==> config.mk <==
export PLATFORM = sky130hd
export DESIGN_NAME = mem_access_scheduler
export DESIGN_NICKNAME = d
export VERILOG_FILES = /design/src/rtl/mem_access_scheduler.sv
export SDC_FILE = /design/constraint.sdc
export NUM_CORES = 1
export LEC_CHECK = 0
export BUFFER_PORTS_ARGS = -buffer_cell sky130_fd_sc_hd__buf_4
export CORE_AREA = 2 2 133 135
export DETAILED_ROUTE_END_ITERATION = 12
export DIE_AREA = 0 0 135 137
export GPL_ROUTABILITY_DRIVEN = 0
export PLACE_DENSITY = 0.48
export RECOVER_POWER = 25
export SYNTH_ARGS = -nofsm -noshare
export SYNTH_HDL_FRONTEND = slang
export SYNTH_SLANG_ARGS = --single-unit
==> constraint.sdc <==
create_clock -name clk -period 4.1 [get_ports clk]
set_clock_uncertainty 0.05 [all_clocks]
set_input_delay 0.205 -clock clk [delete_from_list [all_inputs] [get_ports clk]]
set_output_delay 0.205 -clock clk [all_outputs]
set_load 0.05 [all_outputs]
==> src/rtl/mem_access_scheduler.sv <==
// mem_access_scheduler: sequences the single-port data memory between load/store buffers and the CDB.
// Optional MSCHED_STARVE_GUARD_EN: stores take priority after STARVE_MAX blocked cycles.
module mem_access_scheduler #(
  parameter int NUM_LD     = 2,
  parameter int NUM_ST     = 2,
  parameter int TAG_W      = 4,
  parameter int ADDR_W     = 32,
  parameter int DATA_W     = 32,
  parameter int STARVE_MAX = 3
) (
  input  logic                     clk,
  input  logic                     rst,
  input  logic [NUM_LD-1:0]        ld_req,
  input  logic [NUM_LD*ADDR_W-1:0] ld_addr,
  input  logic [NUM_LD*TAG_W-1:0]  ld_tag,
  output logic [NUM_LD-1:0]        ld_grant,
  input  logic [NUM_ST-1:0]        st_req,
  input  logic [NUM_ST*ADDR_W-1:0] st_addr,
  input  logic [NUM_ST*DATA_W-1:0] st_data,
  output logic [NUM_ST-1:0]        st_grant,
  output logic                     mem_we,
  output logic [ADDR_W-1:0]        mem_addr,
  output logic [DATA_W-1:0]        mem_wdata,
  input  logic [DATA_W-1:0]        mem_rdata,
  output logic                     cdb_req,
  output logic [TAG_W-1:0]         cdb_tag,
  output logic [DATA_W-1:0]        cdb_data,
  input  logic                     cdb_grant
);

  logic              res_valid_q, res_valid_d;
  logic [TAG_W-1:0]  res_tag_q, res_tag_d;
  logic [DATA_W-1:0] res_data_q, res_data_d;

  logic [NUM_LD-1:0] ld_sel;
  logic [NUM_ST-1:0] st_sel;
  logic [ADDR_W-1:0] ld_a, st_a;
  logic [TAG_W-1:0]  ld_t;
  logic [DATA_W-1:0] st_d;
  logic              ld_elig, st_elig;
  logic              st_first;
  logic              take_ld, take_st;

  // lowest set bit isolates the winning index
  assign ld_sel = ld_req & (~ld_req + NUM_LD'(1));
  assign st_sel = st_req & (~st_req + NUM_ST'(1));

  always_comb begin
    ld_a = '0;
    ld_t = '0;
    for (int i = 0; i < NUM_LD; i++) begin
      if (ld_sel[i]) begin
        ld_a = ld_addr[i*ADDR_W +: ADDR_W];
        ld_t = ld_tag[i*TAG_W +: TAG_W];
      end
    end
    st_a = '0;
    st_d = '0;
    for (int i = 0; i < NUM_ST; i++) begin
      if (st_sel[i]) begin
        st_a = st_addr[i*ADDR_W +: ADDR_W];
        st_d = st_data[i*DATA_W +: DATA_W];
      end
    end
  end

  assign ld_elig = (|ld_req) && (!res_valid_q || cdb_grant);
  assign st_elig = |st_req;
  assign take_ld = ld_elig && !(st_first && st_elig);
  assign take_st = st_elig && !take_ld;

`ifdef MSCHED_STARVE_GUARD_EN
  localparam int CW = $clog2(STARVE_MAX + 1);

  logic [CW-1:0] starve_cnt_q, starve_cnt_d;

  assign st_first = (starve_cnt_q == CW'(STARVE_MAX));

  always_comb begin
    starve_cnt_d = starve_cnt_q;
    if (!st_elig || take_st)
      starve_cnt_d = '0;
    else if (!st_first)
      starve_cnt_d = starve_cnt_q + CW'(1);
  end

  always_ff @(posedge clk or posedge rst) begin
    if (rst) starve_cnt_q <= '0;
    else     starve_cnt_q <= starve_cnt_d;
  end
`else
  assign st_first = 1'b0;
`endif

  always_ff @(posedge clk or posedge rst) begin
    if (rst) begin
      res_valid_q <= 1'b0;
      res_tag_q   <= '0;
      res_data_q  <= '0;
    end else begin
      res_valid_q <= res_valid_d;
      res_tag_q   <= res_tag_d;
      res_data_q  <= res_data_d;
    end
  end

  // a load reloads the holding register even while it is being drained
  always_comb begin
    res_valid_d = res_valid_q;
    res_tag_d   = res_tag_q;
    res_data_d  = res_data_q;
    if (take_ld) begin
      res_valid_d = 1'b1;
      res_tag_d   = ld_t;
      res_data_d  = mem_rdata;
    end else if (cdb_grant) begin
      res_valid_d = 1'b0;
    end
  end

  always_comb begin
    ld_grant  = take_ld ? ld_sel : '0;
    st_grant  = take_st ? st_sel : '0;
    mem_we    = take_st;
    mem_addr  = '0;
    mem_wdata = '0;
    if (take_ld) begin
      mem_addr = ld_a;
    end else if (take_st) begin
      mem_addr  = st_a;
      mem_wdata = st_d;
    end
  end

  assign cdb_req  = res_valid_q;
  assign cdb_tag  = res_tag_q;
  assign cdb_data = res_data_q;

endmodule

==> metrics.md <==
| Metric | Value |
|---|---|
| Top area cells in the synthesized netlist | dfrtp_1 33%, a22oi_1 26%, mux2_2 15% |
| Cells on Worst Hold Path | 2 |
| Internal | 1110 µW |
| Post-Syn Area | 2780 µm² |
| Outcome | finished, violations left |
| Power share of the clock group | 0.237 |
| Worst-path clk slew | 60 ps |
| CTS H-tree depth | 2 |
| Number of global-route vias before repair | 3706 |
| IO buf count | 344 |
| Avg Synthesized Cell Area | 9.82 µm² |
| Final max-slew violation count | 38 |
| Hold_ws | 105 ps |
| Synth-to-layout area growth | 104% |
| Initial core utilization | 0.163 |
| Fin nets | 845 |
| Reg2reg path depth | 4 |
| Worst Setup End Kind | primary output |
| CP max-delay cell | nor2b_4 |
| DR WL/cell | 17.4 µm |
| Post-route ant nets | 0 |
| Seq/Total Area, Yosys | 0.333 |
| Comb pwr share | 0.529 |
| CTS Buf Count | 5 |
| Sw Ratio | 0.416 |
| Levels on crit path | 6 |
| Slowest stage delay, CP | 690 ps |
| Clk sinks | 37 |
| CP required | 3850 ps |
| Rel. slew slack | -0.308 |
| Fin crit period | 2490 ps |
| Post-synth top area cell | dfrtp_1 |
| Synth warnings | 0 |
| Die area | 18500 µm² |
| Critical Path AT | 2230 ps |
| Clock Latency Late Sink | 280 ps |
| 1st-iter DRT viols | 185 |
| Flop pwr share | 0.234 |
| Largest net degree at the start of global routing | 68 |
| Total power | 1900 µW |
| Row cnt | 48 |
| I/O Pins | 345 |
| Worst min path class | in2reg |
| GRT Util Overall | 0.143 |
| Inserted Diodes | 0 |
| Clock buffer depth | 2 |
| Crit path top cell by count | buf_4 |
| Critical path class | in2out |
| First-pass GRT wire length | 20.9 mm |
| Setup Buffers After CTS | 0 |
| DRC | 0 |
| Grt ovf | 0 |
| Peak VDD IR | 327 µV |
| HPWL Detailed | 11.5 mm |
| Die Ht | 137 µm |
| Max-Cap Viols | 1 |
| Clock root cell | clkbuf_16 |
| DRT Wirelength | 14.5 mm |
| Post-cts resize count | 0 |
| Initial DRT Pass Iterations | 6 |
| Post-Route Utilization | 0.333 |
| Core area | 17100 µm² |
| Setup TNS | 0 ps |
| Proportion of layout cells with a drive suffix above 1 | 0.638 |
| Worst Path Buf+Inv | 3 |
| Initial antenna violation count | 0 |
| Post-synthesis cell count | 283 |
| Violated checks | capacitance limit, slew limit |
| Syn_nets | 522 |
| RSZ-0062 raised after global routing | false |
| Via density | 4.38 |
| Worst Path Max Fanout | 67 |
| NetSw | 788 µW |
| Hold buffer count at cts | 1 |
| Pwr/cell area | 333 nW/µm² |
| Period Utilization, post-route | 0.607 |
| Seq cells post-synth | 37 |
| CP Launch Type | primary input |
| Die Wd | 135 µm |
| Leakage | 0.00282 µW |
| Worst slew pin tran | 1960 ps |
| Vias | 3641 |
| CTS tree | done |
| Cells along the critical path | buf_4 > nor2b_4 > buf_4 > a22oi_1 > mux2i_1 > buf_4 |
| Fmax achieved | 402 MHz |
| Setup Viol. Count Final | 0 |
| Distinct cells, synth | 17 |
| Delay-heaviest family, CP | buffers and inverters |
| Top cell type's share of synthesized area | 0.333 |
| Fin. Hold Viols | 0 |
## worst reg2reg max path, cell delays in order (launching register included)
cell and delay (ps):
dfrtp_1 370, nor2b_1 190, nor2_4 150, buf_12 310, mux2_2 460
## path summary, 6_finish.rpt
kind	startpoint	end	slack [ps]
setup / recovery	st_req[0]	mem_addr[0]	1610
hold / removal	ld_req[1]	cdb_req	100
setup reg to reg	cdb_req	cdb_data[15]	2450
hold reg to reg	cdb_data[27]	cdb_data[27]	460
max in group asynchronous	rst	cdb_data[23]	1740
min in group asynchronous	rst	cdb_data[9]	1140
## cell families after synthesis
kind of cell / after synthesis / synth area share
AO/OA/AOI/OAI: 100 / 0.272
buffers and inverters: 34 / 0.0653
flip-flops: 37 / 0.333
multiplexers: 68 / 0.261
AND/OR/NAND/NOR: 44 / 0.0689
## placed cells by master (no fill, tap or decap)
cell type      instances
nor3b_1                1
or3_1                  1
clkinvlp_4             1
dfrtp_1               37
mux2_2                36
clkbuf_4               1
bufinv_16              1
a22o_1                 4
nor2b_4                2
buf_12                 1
a22oi_1               96
dlygate4sd3_1          1
clkbuf_1               8
nor2_4                 1
clkbuf_16              5
inv_1                  1
clkbuf_8               1
nor2b_1                4
mux2i_1               32
nor2_1                35
buf_4                338
## area by class of cell
type                            count  area (µm²)
Tap cell                          225         282
Inverter                            1        3.75
Timing Repair Buffer              349        2610
Fill cell                        1777       11400
Multi-Input combinational cell    212        1690
Sequential cell                    37         926
Clock inverter                      2        37.5
Clock buffer                        6         139
## layer usage
| metal | vias to the layer above | global-route usage | share of wire |
|---|---|---|---|
| met5 | - | 0 | 0 |
| met2 | 189 | 0.251 | 0.51 |
| met3 | 23 | 0.0367 | 0.089 |
| met1 | 1691 | 0.171 | 0.38 |
| met4 | 0 | 0.0446 | 0.026 |
| li1 | 1738 | - | - |
## synth_stat cells
library cell / count
inv_1: 1
clkbuf_1: 10
buf_2: 13
nor2b_2: 1
nor3b_1: 1
mux2_2: 36
dfrtp_1: 37
nor2_2: 1
nor2b_1: 5
buf_1: 1
a22oi_1: 96
nor2_1: 35
or3_1: 1
buf_6: 1
mux2i_1: 32
a22o_1: 4
buf_4: 8
## through the flow
step           cells  worst slack, ps  area (µm²)
4_1_cts          832             1630        5720
5_1_grt          832             1180        5680
3_5_place_dp     823             1630        5530
2_1_floorplan    283             1650        2780
6_report         832             1610        5680
3_3_place_gp     823             1690        5530
## registers in the layout, summed over array words and instances, names as in the netlist
| name | flops |
|---|---|
| cdb_data | 32 |
| cdb_tag | 4 |
| cdb_req | 1 |
## power by group through the flow
| stage | registers (µW) | clock network (µW) | logic (µW) |
|---|---|---|---|
| after floorplan | 628 | 0 | 431 |
| after global placement | 447 | 0 | 1010 |
| after detailed placement | 449 | 0 | 1020 |
| after CTS | 444 | 467 | 1020 |
| after global routing | 451 | 483 | 1050 |
| final | 444 | 450 | 1000 |
Power figures use the tool's default switching activity.
